===== config.mk =====
export PLATFORM = sky130hd
export DESIGN_NAME = hood_mode_ctrl
export DESIGN_NICKNAME = d
export VERILOG_FILES = /design/src/rtl/hood_mode_ctrl.sv
export SDC_FILE = /design/constraint.sdc
export NUM_CORES = 1
export LEC_CHECK = 0
export CORE_MARGIN = 4
export CORE_UTILIZATION = 46
export DETAILED_ROUTE_END_ITERATION = 8
export GPL_TIMING_DRIVEN = 0
export PLACE_DENSITY = 0.75
export SLEW_MARGIN = 20
export SYNTH_ARGS = -nofsm -noshare
export SYNTH_HDL_FRONTEND = slang
export SYNTH_SLANG_ARGS = --single-unit

===== constraint.sdc =====
create_clock -name clk -period 2.1 [get_ports clk]
set_input_delay 0.315 -clock clk [delete_from_list [all_inputs] [get_ports clk]]
set_output_delay 0.315 -clock clk [all_outputs]
set_load 0.005 [all_outputs]

===== src/rtl/hood_mode_ctrl.sv =====
// hood_mode_ctrl: range-hood mode sequencer.
// Turns debounced front-panel inputs into the operating mode. Drives the
// timekeeping controls (power_on, state, set_all_times), the fan level and a
// seconds countdown for the display.
// Optional feature: define HOOD_HURRICANE_LOCK_EN to add the hurricane lock.
// With the lock, level 3 can be entered only once per power-on.

module hood_mode_ctrl #(
    parameter int unsigned TICK_HZ      = 100,
    parameter int unsigned LONG_PRESS_S = 3,
    parameter int unsigned HURRICANE_S  = 60,
    parameter int unsigned CLEAN_S      = 180
) (
    input  logic       clk,
    input  logic       reset,
    input  logic       tick_100hz,
    input  logic       btn_power,
    input  logic       btn_menu,
    input  logic       btn_l1,
    input  logic       btn_l2,
    input  logic       btn_l3,
    input  logic       btn_clean,
    input  logic       btn_set,
    output logic       power_on,
    output logic [1:0] state,
    output logic [1:0] set_all_times,
    output logic [1:0] fan_level,
    output logic [2:0] mode,
    output logic [7:0] countdown
);

    localparam int unsigned LP_TICKS = LONG_PRESS_S * TICK_HZ;
    localparam int unsigned SUB_W    = (TICK_HZ > 1) ? $clog2(TICK_HZ) : 1;
    localparam int unsigned LP_W     = $clog2(LP_TICKS + 1);
    localparam int unsigned CD_W     = 8;

    localparam logic [2:0] MODE_OFF        = 3'd0;
    localparam logic [2:0] MODE_STANDBY    = 3'd1;
    localparam logic [2:0] MODE_EXTRACT    = 3'd2;
    localparam logic [2:0] MODE_HURRICANE  = 3'd3;
    localparam logic [2:0] MODE_DRAIN      = 3'd4;
    localparam logic [2:0] MODE_CLEAN      = 3'd5;
    localparam logic [2:0] MODE_SET_TIME   = 3'd6;
    localparam logic [2:0] MODE_SET_REMIND = 3'd7;

    localparam logic [1:0] ST_IDLE  = 2'b00;
    localparam logic [1:0] ST_WORK  = 2'b10;
    localparam logic [1:0] ST_CLEAN = 2'b11;

    localparam logic [1:0] SAT_NONE   = 2'b00;
    localparam logic [1:0] SAT_TIME   = 2'b01;
    localparam logic [1:0] SAT_REMIND = 2'b10;

    localparam logic [SUB_W-1:0] SUB_LAST = SUB_W'(TICK_HZ - 1);
    localparam logic [LP_W-1:0]  LP_MAX   = LP_W'(LP_TICKS);
    localparam logic [CD_W-1:0]  CD_HURR  = CD_W'(HURRICANE_S);
    localparam logic [CD_W-1:0]  CD_CLEAN = CD_W'(CLEAN_S);

    logic [SUB_W-1:0] sub_cnt;
    logic [LP_W-1:0]  lp_cnt;
    logic             lp_done;
    logic             lp_evt;
    logic             sub_wrap;
    logic             timed;
    logic             expire;
    logic             l3_ok;
    logic             enter;

    logic [2:0]       mode_nxt;
    logic [1:0]       fan_nxt;
    logic [CD_W-1:0]  cd_nxt;
    logic             pon_nxt;
    logic [1:0]       state_nxt;
    logic [1:0]       sat_nxt;

    // One-second boundary and countdown expiry.
    assign sub_wrap = tick_100hz && (sub_cnt == SUB_LAST);
    assign timed    = (mode == MODE_HURRICANE) || (mode == MODE_DRAIN) ||
                      (mode == MODE_CLEAN);
    assign expire   = timed && (countdown == '0);

    // A long press fires once per hold, once the counter sits at its threshold.
    assign lp_evt = btn_power && (lp_cnt == LP_MAX) && !lp_done;

    // Long-press tick counter, saturating at the threshold, clears on release.
    always_ff @(posedge clk) begin
        if (!reset) begin
            lp_cnt <= '0;
        end else if (!btn_power) begin
            lp_cnt <= '0;
        end else if (tick_100hz && (lp_cnt != LP_MAX)) begin
            lp_cnt <= lp_cnt + LP_W'(1);
        end
    end

    // Remembers that the current hold has already toggled power.
    always_ff @(posedge clk) begin
        if (!reset) begin
            lp_done <= 1'b0;
        end else if (!btn_power) begin
            lp_done <= 1'b0;
        end else if (lp_evt) begin
            lp_done <= 1'b1;
        end
    end

`ifdef HOOD_HURRICANE_LOCK_EN
    logic hurr_lock;

    // The hurricane lock is set on entry to level 3 and cleared only by power-off.
    always_ff @(posedge clk) begin
        if (!reset) begin
            hurr_lock <= 1'b0;
        end else if (enter && (mode_nxt == MODE_OFF)) begin
            hurr_lock <= 1'b0;
        end else if (enter && (mode_nxt == MODE_HURRICANE)) begin
            hurr_lock <= 1'b1;
        end
    end

    assign l3_ok = !hurr_lock;
`else
    assign l3_ok = 1'b1;
`endif

    // Sub-second divider. Cleared on mode entry so the first second is always full.
    always_ff @(posedge clk) begin
        if (!reset) begin
            sub_cnt <= '0;
        end else if (enter) begin
            sub_cnt <= '0;
        end else if (tick_100hz) begin
            sub_cnt <= sub_wrap ? '0 : sub_cnt + SUB_W'(1);
        end
    end

    // Next mode, fan level and countdown, plus decoded outputs for the new mode.
    always_comb begin
        mode_nxt  = mode;
        fan_nxt   = fan_level;
        enter     = 1'b0;
        cd_nxt    = countdown;
        pon_nxt   = 1'b0;
        state_nxt = ST_IDLE;
        sat_nxt   = SAT_NONE;

        if (lp_evt) begin
            mode_nxt = (mode == MODE_OFF) ? MODE_STANDBY : MODE_OFF;
            enter    = 1'b1;
        end else if (expire) begin
            enter = 1'b1;
            if (mode == MODE_HURRICANE) begin
                mode_nxt = MODE_EXTRACT;
                fan_nxt  = 2'd2;
            end else begin
                mode_nxt = MODE_STANDBY;
            end
        end else begin
            case (mode)
                MODE_STANDBY: begin
                    if (btn_clean) begin
                        mode_nxt = MODE_CLEAN;
                        enter    = 1'b1;
                    end else if (btn_l3 && l3_ok) begin
                        mode_nxt = MODE_HURRICANE;
                        enter    = 1'b1;
                    end else if (btn_l2) begin
                        mode_nxt = MODE_EXTRACT;
                        fan_nxt  = 2'd2;
                        enter    = 1'b1;
                    end else if (btn_l1) begin
                        mode_nxt = MODE_EXTRACT;
                        fan_nxt  = 2'd1;
                        enter    = 1'b1;
                    end else if (btn_set) begin
                        mode_nxt = MODE_SET_TIME;
                        enter    = 1'b1;
                    end
                end
                MODE_EXTRACT: begin
                    // A level change keeps the mode, so it does not restart the divider.
                    if (btn_menu) begin
                        mode_nxt = MODE_STANDBY;
                        enter    = 1'b1;
                    end else if (btn_l2) begin
                        fan_nxt = 2'd2;
                    end else if (btn_l1) begin
                        fan_nxt = 2'd1;
                    end
                end
                MODE_HURRICANE: begin
                    if (btn_menu) begin
                        mode_nxt = MODE_DRAIN;
                        enter    = 1'b1;
                    end
                end
                MODE_SET_TIME: begin
                    if (btn_menu) begin
                        mode_nxt = MODE_STANDBY;
                        enter    = 1'b1;
                    end else if (btn_set) begin
                        mode_nxt = MODE_SET_REMIND;
                        enter    = 1'b1;
                    end
                end
                MODE_SET_REMIND: begin
                    if (btn_menu || btn_set) begin
                        mode_nxt = MODE_STANDBY;
                        enter    = 1'b1;
                    end
                end
                default: begin
                    // OFF, DRAIN and CLEAN respond only to long press and expiry.
                end
            endcase
        end

        // Fan level follows the target mode; only EXTRACT keeps a chosen level.
        case (mode_nxt)
            MODE_HURRICANE, MODE_DRAIN: fan_nxt = 2'd3;
            MODE_EXTRACT:               fan_nxt = fan_nxt;
            default:                    fan_nxt = 2'd0;
        endcase

        // Timed modes load on entry; otherwise count down once per second.
        if (enter) begin
            case (mode_nxt)
                MODE_HURRICANE, MODE_DRAIN: cd_nxt = CD_HURR;
                MODE_CLEAN:                 cd_nxt = CD_CLEAN;
                default:                    cd_nxt = '0;
            endcase
        end else if (sub_wrap && (countdown != '0)) begin
            cd_nxt = countdown - CD_W'(1);
        end

        pon_nxt = (mode_nxt != MODE_OFF);

        case (mode_nxt)
            MODE_EXTRACT, MODE_HURRICANE, MODE_DRAIN: state_nxt = ST_WORK;
            MODE_CLEAN:                               state_nxt = ST_CLEAN;
            default:                                  state_nxt = ST_IDLE;
        endcase

        case (mode_nxt)
            MODE_SET_TIME:   sat_nxt = SAT_TIME;
            MODE_SET_REMIND: sat_nxt = SAT_REMIND;
            default:         sat_nxt = SAT_NONE;
        endcase
    end

    // Mode register and registered outputs.
    always_ff @(posedge clk) begin
        if (!reset) begin
            mode          <= MODE_OFF;
            power_on      <= 1'b0;
            state         <= ST_IDLE;
            set_all_times <= SAT_NONE;
            fan_level     <= 2'd0;
            countdown     <= '0;
        end else begin
            mode          <= mode_nxt;
            power_on      <= pon_nxt;
            state         <= state_nxt;
            set_all_times <= sat_nxt;
            fan_level     <= fan_nxt;
            countdown     <= cd_nxt;
        end
    end

endmodule


Yosys cells after proc, flatten, opt, wreduce, memory -nomap -nowiden
Cells that the tools add are included.
{"block": "op_classes", "n_bitwise": 1, "add_sub_neg": 3, "muxes": 42, "reduce_logical": 21, "n_eq_ne": 22}
{"cell": "3-bit two-way mux", "count": 12}
{"cell": "3-bit equality test, second input constant", "count": 8}
{"cell": "2-bit two-way mux", "count": 9}
{"cell": "8-bit two-way mux", "count": 2}
{"cell": "2-bit case mux with 2 select lines", "count": 4}
{"cell": "8-bit case mux with 2 select lines", "count": 1}
{"cell": "3-bit case mux with 5 select lines", "count": 1}
{"cell": "3-bit by 2-bit equality test with 1-bit output, second input constant", "count": 4}
{"cell": "4-bit != test, second input constant", "count": 3}
{"cell": "1-bit two-way mux", "count": 11}
{"cell": "9-bit by 1-bit adder with 9-bit output, second input constant", "count": 1}
{"cell": "9-bit equality test, second input constant", "count": 1}
{"cell": "9-bit != test, second input constant", "count": 1}
{"cell": "8-bit logical NOT", "count": 1}
{"cell": "8-bit nonzero test", "count": 1}
{"cell": "8-bit by 1-bit subtractor with 8-bit output, second input constant", "count": 1}
{"cell": "7-bit by 1-bit adder with 7-bit output, second input constant", "count": 1}
{"cell": "7-bit equality test, second input constant", "count": 1}
{"cell": "7-bit two-way mux", "count": 1}
{"cell": "1-bit logical AND", "count": 6}
{"cell": "6-bit AND reduction", "count": 1}
{"cell": "2-bit OR reduction", "count": 3}
{"cell": "4-bit by 2-bit != test with 1-bit output, second input constant", "count": 1}
{"cell": "1-bit case mux with 4 select lines", "count": 1}
{"cell": "other kinds (11)", "count": 13}
{"block": "totals", "wordCells": 98, "inputBits": 10, "register_bits": 35, "output_inout_bits": 18}

Longest topological paths before layout
{"block": "depth", "depth_word": 12, "ltp_mapped": 8, "ltp_nobuf": 8}

Least setup slack after synthesis
Ideal clock, no wire load.
{"block": "synth_timing", "path_type": "flip-flop to flip-flop", "from": "register countdown[0]", "to": "register fan_level[0]", "arrival_time_ps": 2090, "path_stages_with_launch": 9, "t_required_ps": 1981, "path_slack_ps": -109, "setup_time_ps": 119, "n_path_buf": 0, "path_cell_list": "dfxtp_1 > inv_1 > ha_1 > or3b_2 > a211o_1 > a211oi_4 > o21a_2 > nand3_1 > o221a_1"}
{"block": "synth_via", "elab_chain_len": 7}
{"item": "start: declaration", "line": "29", "source": "output logic [7:0] countdown"}
{"item": "start signal: assignment", "line": "266", "source": "countdown <= cd_nxt;"}
{"item": "8-bit logical NOT (*)", "line": "80", "source": "assign expire = timed && (countdown == '0);"}
{"item": "1-bit logical AND (*)", "line": "80"}
{"item": "3-bit two-way mux", "line": "150", "source": "end else if (expire) begin"}
{"item": "3-bit two-way mux", "line": "147", "source": "if (lp_evt) begin"}
{"item": "3-bit by 2-bit equality test with 1-bit output or 3-bit equality test (tied branches)", "line": "219", "source": "case (mode_nxt)"}
{"item": "4-bit by 2-bit != test with 1-bit output (no line), or another cell as far along"}
{"item": "6-bit AND reduction (no line) or 2-bit case mux with 2 select lines (tied branches)"}
{"item": "end signal: assignment", "line": "265", "source": "fan_level <= fan_nxt;"}
{"item": "end: declaration", "line": "27", "source": "output logic [1:0] fan_level,"}
Mark *: on every way between the ends. The rest lies on a longest branch, timed or not. The select of a mux whose other input is x is not followed.
A chain may end at the register's enable or synchronous reset.

Final worst setup path
{"block": "layout_timing", "from": "register countdown[3]", "to": "register fan_level[0]"}
Same word-level chain as after synthesis.

==> metrics.txt <==
status=finished, violations left; failing checks=negative setup slack; kind of critical path=reg2reg; final setup margin=-0.138 ns; Total Routing Usage GR=between 10% and 20%; r2r worst-path depth=6; Post-CTS Hold Buffers=0; wire per inst=about 15 µm; starting density of the core=47.8%; Die ar.=~5200 µm²; Cells after Synth=roughly 220; peak supply drop=roughly 630 µV; largest net degree at the start of global routing=11; Clock transition at path regs=approximately 0.070 ns; Die Ht=slightly above 70 µm; #FFs+latches synth=35; Clock Latency Late Sink=0.28 ns; NumNets Final=around 280; HPWL after DPL=3.21 mm; Place WS=-0.635 ns; initial antenna violation count=0; Min-Delay Path Depth=3; remaining antenna violation count=0; Max H-tree Level=2; ys flop type=dfxtp_1; CTS tree=yes; RSZ-0062 raised after global routing=yes; CTS sink cnt=35; clk_skew=0.00547 ns; Avg Inst Size Synth=about 8.7 µm²; CP max stage delay=0.56 ns; # rows=23; GRT overflow=0; Antenna diodes=0; synth warn=0; PwrDens=between 1000 and 1500 nW/µm²; vias in the first global route=~1800; CP arrival=2.41 ns; Tmin final=2.24 ns; relative slew slack=about two thirds; slowest cell on the critical path=or4_4; layout cell share with drive strength beyond 1=between 20 and 30%; DRT Pass-1 Iters=4; Fmax=about 450 MHz; Placer Congestion=about 0.89; total number of vias=about 1800; Startpoint Class=register; Iter 0 DRT Violations=97; final hold violations=0; synthesized cell area=between 1500 and 2000 µm²; DRT Wirelength=between 4 and 5 mm; DR vias/cell=roughly 5.7; P&R area growth vs syn=36.7%; CP Max Fanout=4; CTS Root Cell=clkbuf_8; Worst Setup End Kind=register; Core Area=approximately 4000 µm²; Final Setup Violations=7; Slew @ Worst Pin=between 0.5 and 0.6 ns; residual DRC count=0; Port Buf Inserts=26; I/O pin cnt=28; Max Slew Vio Count=0; first-pass GRT wire length=7.68 mm; Worst path depth=6; CP Data Required Time=between 2 and 2.5 ns; WP buf/inv=0; CTS Buf Count=5; number of synthesized flops with an enable pin=0; Async SR Flop Fraction=0%; Seq/Total Area, Yosys=a little under two fifths; Leak=around 0.94 nW; fill count=323; CP cell instances=or4_4 > a211o_1 > a211oi_4 > o21a_2 > nand3_2 > o221a_1; max-cap violations=0; period utilization=107%; Post-Syn Nets=234; Largest delay share family, worst path=compound AO/OA/AOI/OAI gates; Yosys cell types=59; Tightest Hold Check Type=in2reg; Tot Pwr=between 2 and 3 mW; CTS max path bufs=2; die width=slightly above 70 µm
[worst paths after layout]
check | slack (ns) | to | startpoint
max | -0.14 | fan_level[0] | countdown[3]
min | 0.36 | lp_cnt[1] | tick_100hz
max reg2reg | -0.14 | fan_level[0] | countdown[3]
min reg2reg | 0.44 | lp_done | lp_done
[synthesized netlist by cell type, types with 3 or more instances]
library cell,instances,area (µm²)
nor4_1,3,18.8
dfxtp_1,35,701
a211oi_1,5,37.5
xor2_1,11,96.3
nor2_1,32,120
or2b_2,3,26.3
nor3_1,8,40.0
inv_1,8,30.0
nand2_1,17,63.8
nand3_1,6,30.0
ha_1,5,62.6
o211a_1,3,30.0
xnor2_1,8,70.1
or2_2,3,18.8
nand4_1,6,37.5
a21oi_1,10,50.1
[per-stage QoR]
stage	hold slack (ns)	setup TNS (ns)	area [µm²]	utilization [%]	cells
2_1_floorplan	0.420	-0.0247	1940	-	219
3_3_place_gp	0.431	-7.41	2260	56.5	295
3_5_place_dp	0.444	-7.46	2260	56.5	295
4_1_cts	0.350	-0.711	2470	61.8	309
5_1_grt	0.357	-1.01	2610	65.3	313
6_report	0.359	-0.591	2610	65.3	313
[kinds of logic (layout without fill, tap and decap cells)]
kind of cell               after synthesis  count (layout)  synth area share (%)
AOI/OAI and AO/OA                       44              44                  18.8
xor gates and xnor gates                19              19                  8.71
adders and majority gates                5               5                  3.27
buffers and inverters                   13              57                  3.21
DFF                                     35              35                  36.7
muxes                                    2               2                  1.05
and+or+nand+nor                        101             101                  28.3
[power by group]
part	switching (mW)	leakage (nW)	internal, mW
Combinational	0.735	0.607	0.723
Clock	0.225	0.0470	0.257
Sequential	0.101	0.287	0.771
Total	1.06	0.941	1.75
[sequential cells by signal (all words and copies together), names as in the netlist]
register	flops
lp_cnt	9
countdown	8
sub_cnt	7
mode	3
fan_level	2
set_all_times	2
state	2
lp_done	1
power_on	1
[layout make-up]
class / instances / area, µm² / share of cell area [%]
buffer: 4 / 37.5 / 1.44
clock buffer: 6 / 82.6 / 3.16
clock inverter: 1 / 5.00 / 0.192
inverter: 9 / 36.3 / 1.39
multi-input combinational: 171 / 1330 / 50.8
sequential: 35 / 713 / 27.3
tap: 50 / 62.6 / 2.39
timing repair buffer: 37 / 348 / 13.3
[worst reg2reg max path, delay by kind of cell (launching register included)]
kind	cells	cell delay (ns)
AO/OA/AOI/OAI	4	1.14
AND/OR/NAND/NOR	2	0.64
flip-flops	1	0.36
[layout by cell type (no fill, tap or decap), drive strengths merged, types with 6 or more instances in the layout]
cell type	Yosys	routed
dfxtp	35	35
nor2	32	32
clkdlybuf4s50	0	21
nand2	17	17
buf	3	14
xor2	11	11
a21oi	10	10
xnor2	8	8
inv	8	8
nor3	8	8
clkbuf	1	7
a211oi	7	7
nand4	6	6
nand3	6	6
[repair_timing]
action	in CTS	in global routing
buffers inserted	7	4
pin swaps	12	8
gates resized for setup	17	25
endpoints found under the setup margin	16	18
[per-layer routing]
| metal | up-vias | GRT usage, % | part of all wire [%] |
|---|---|---|---|
| li1 | 877 | - | - |
| met1 | 822 | 21.2 | 43 |
| met2 | 58 | 31.3 | 49 |
| met3 | 12 | 4.71 | 5.8 |
| met4 | 0 | 10.0 | 2.1 |
| met5 | - | 0 | 0 |
Note: power is estimated with default switching activity, not from simulation.
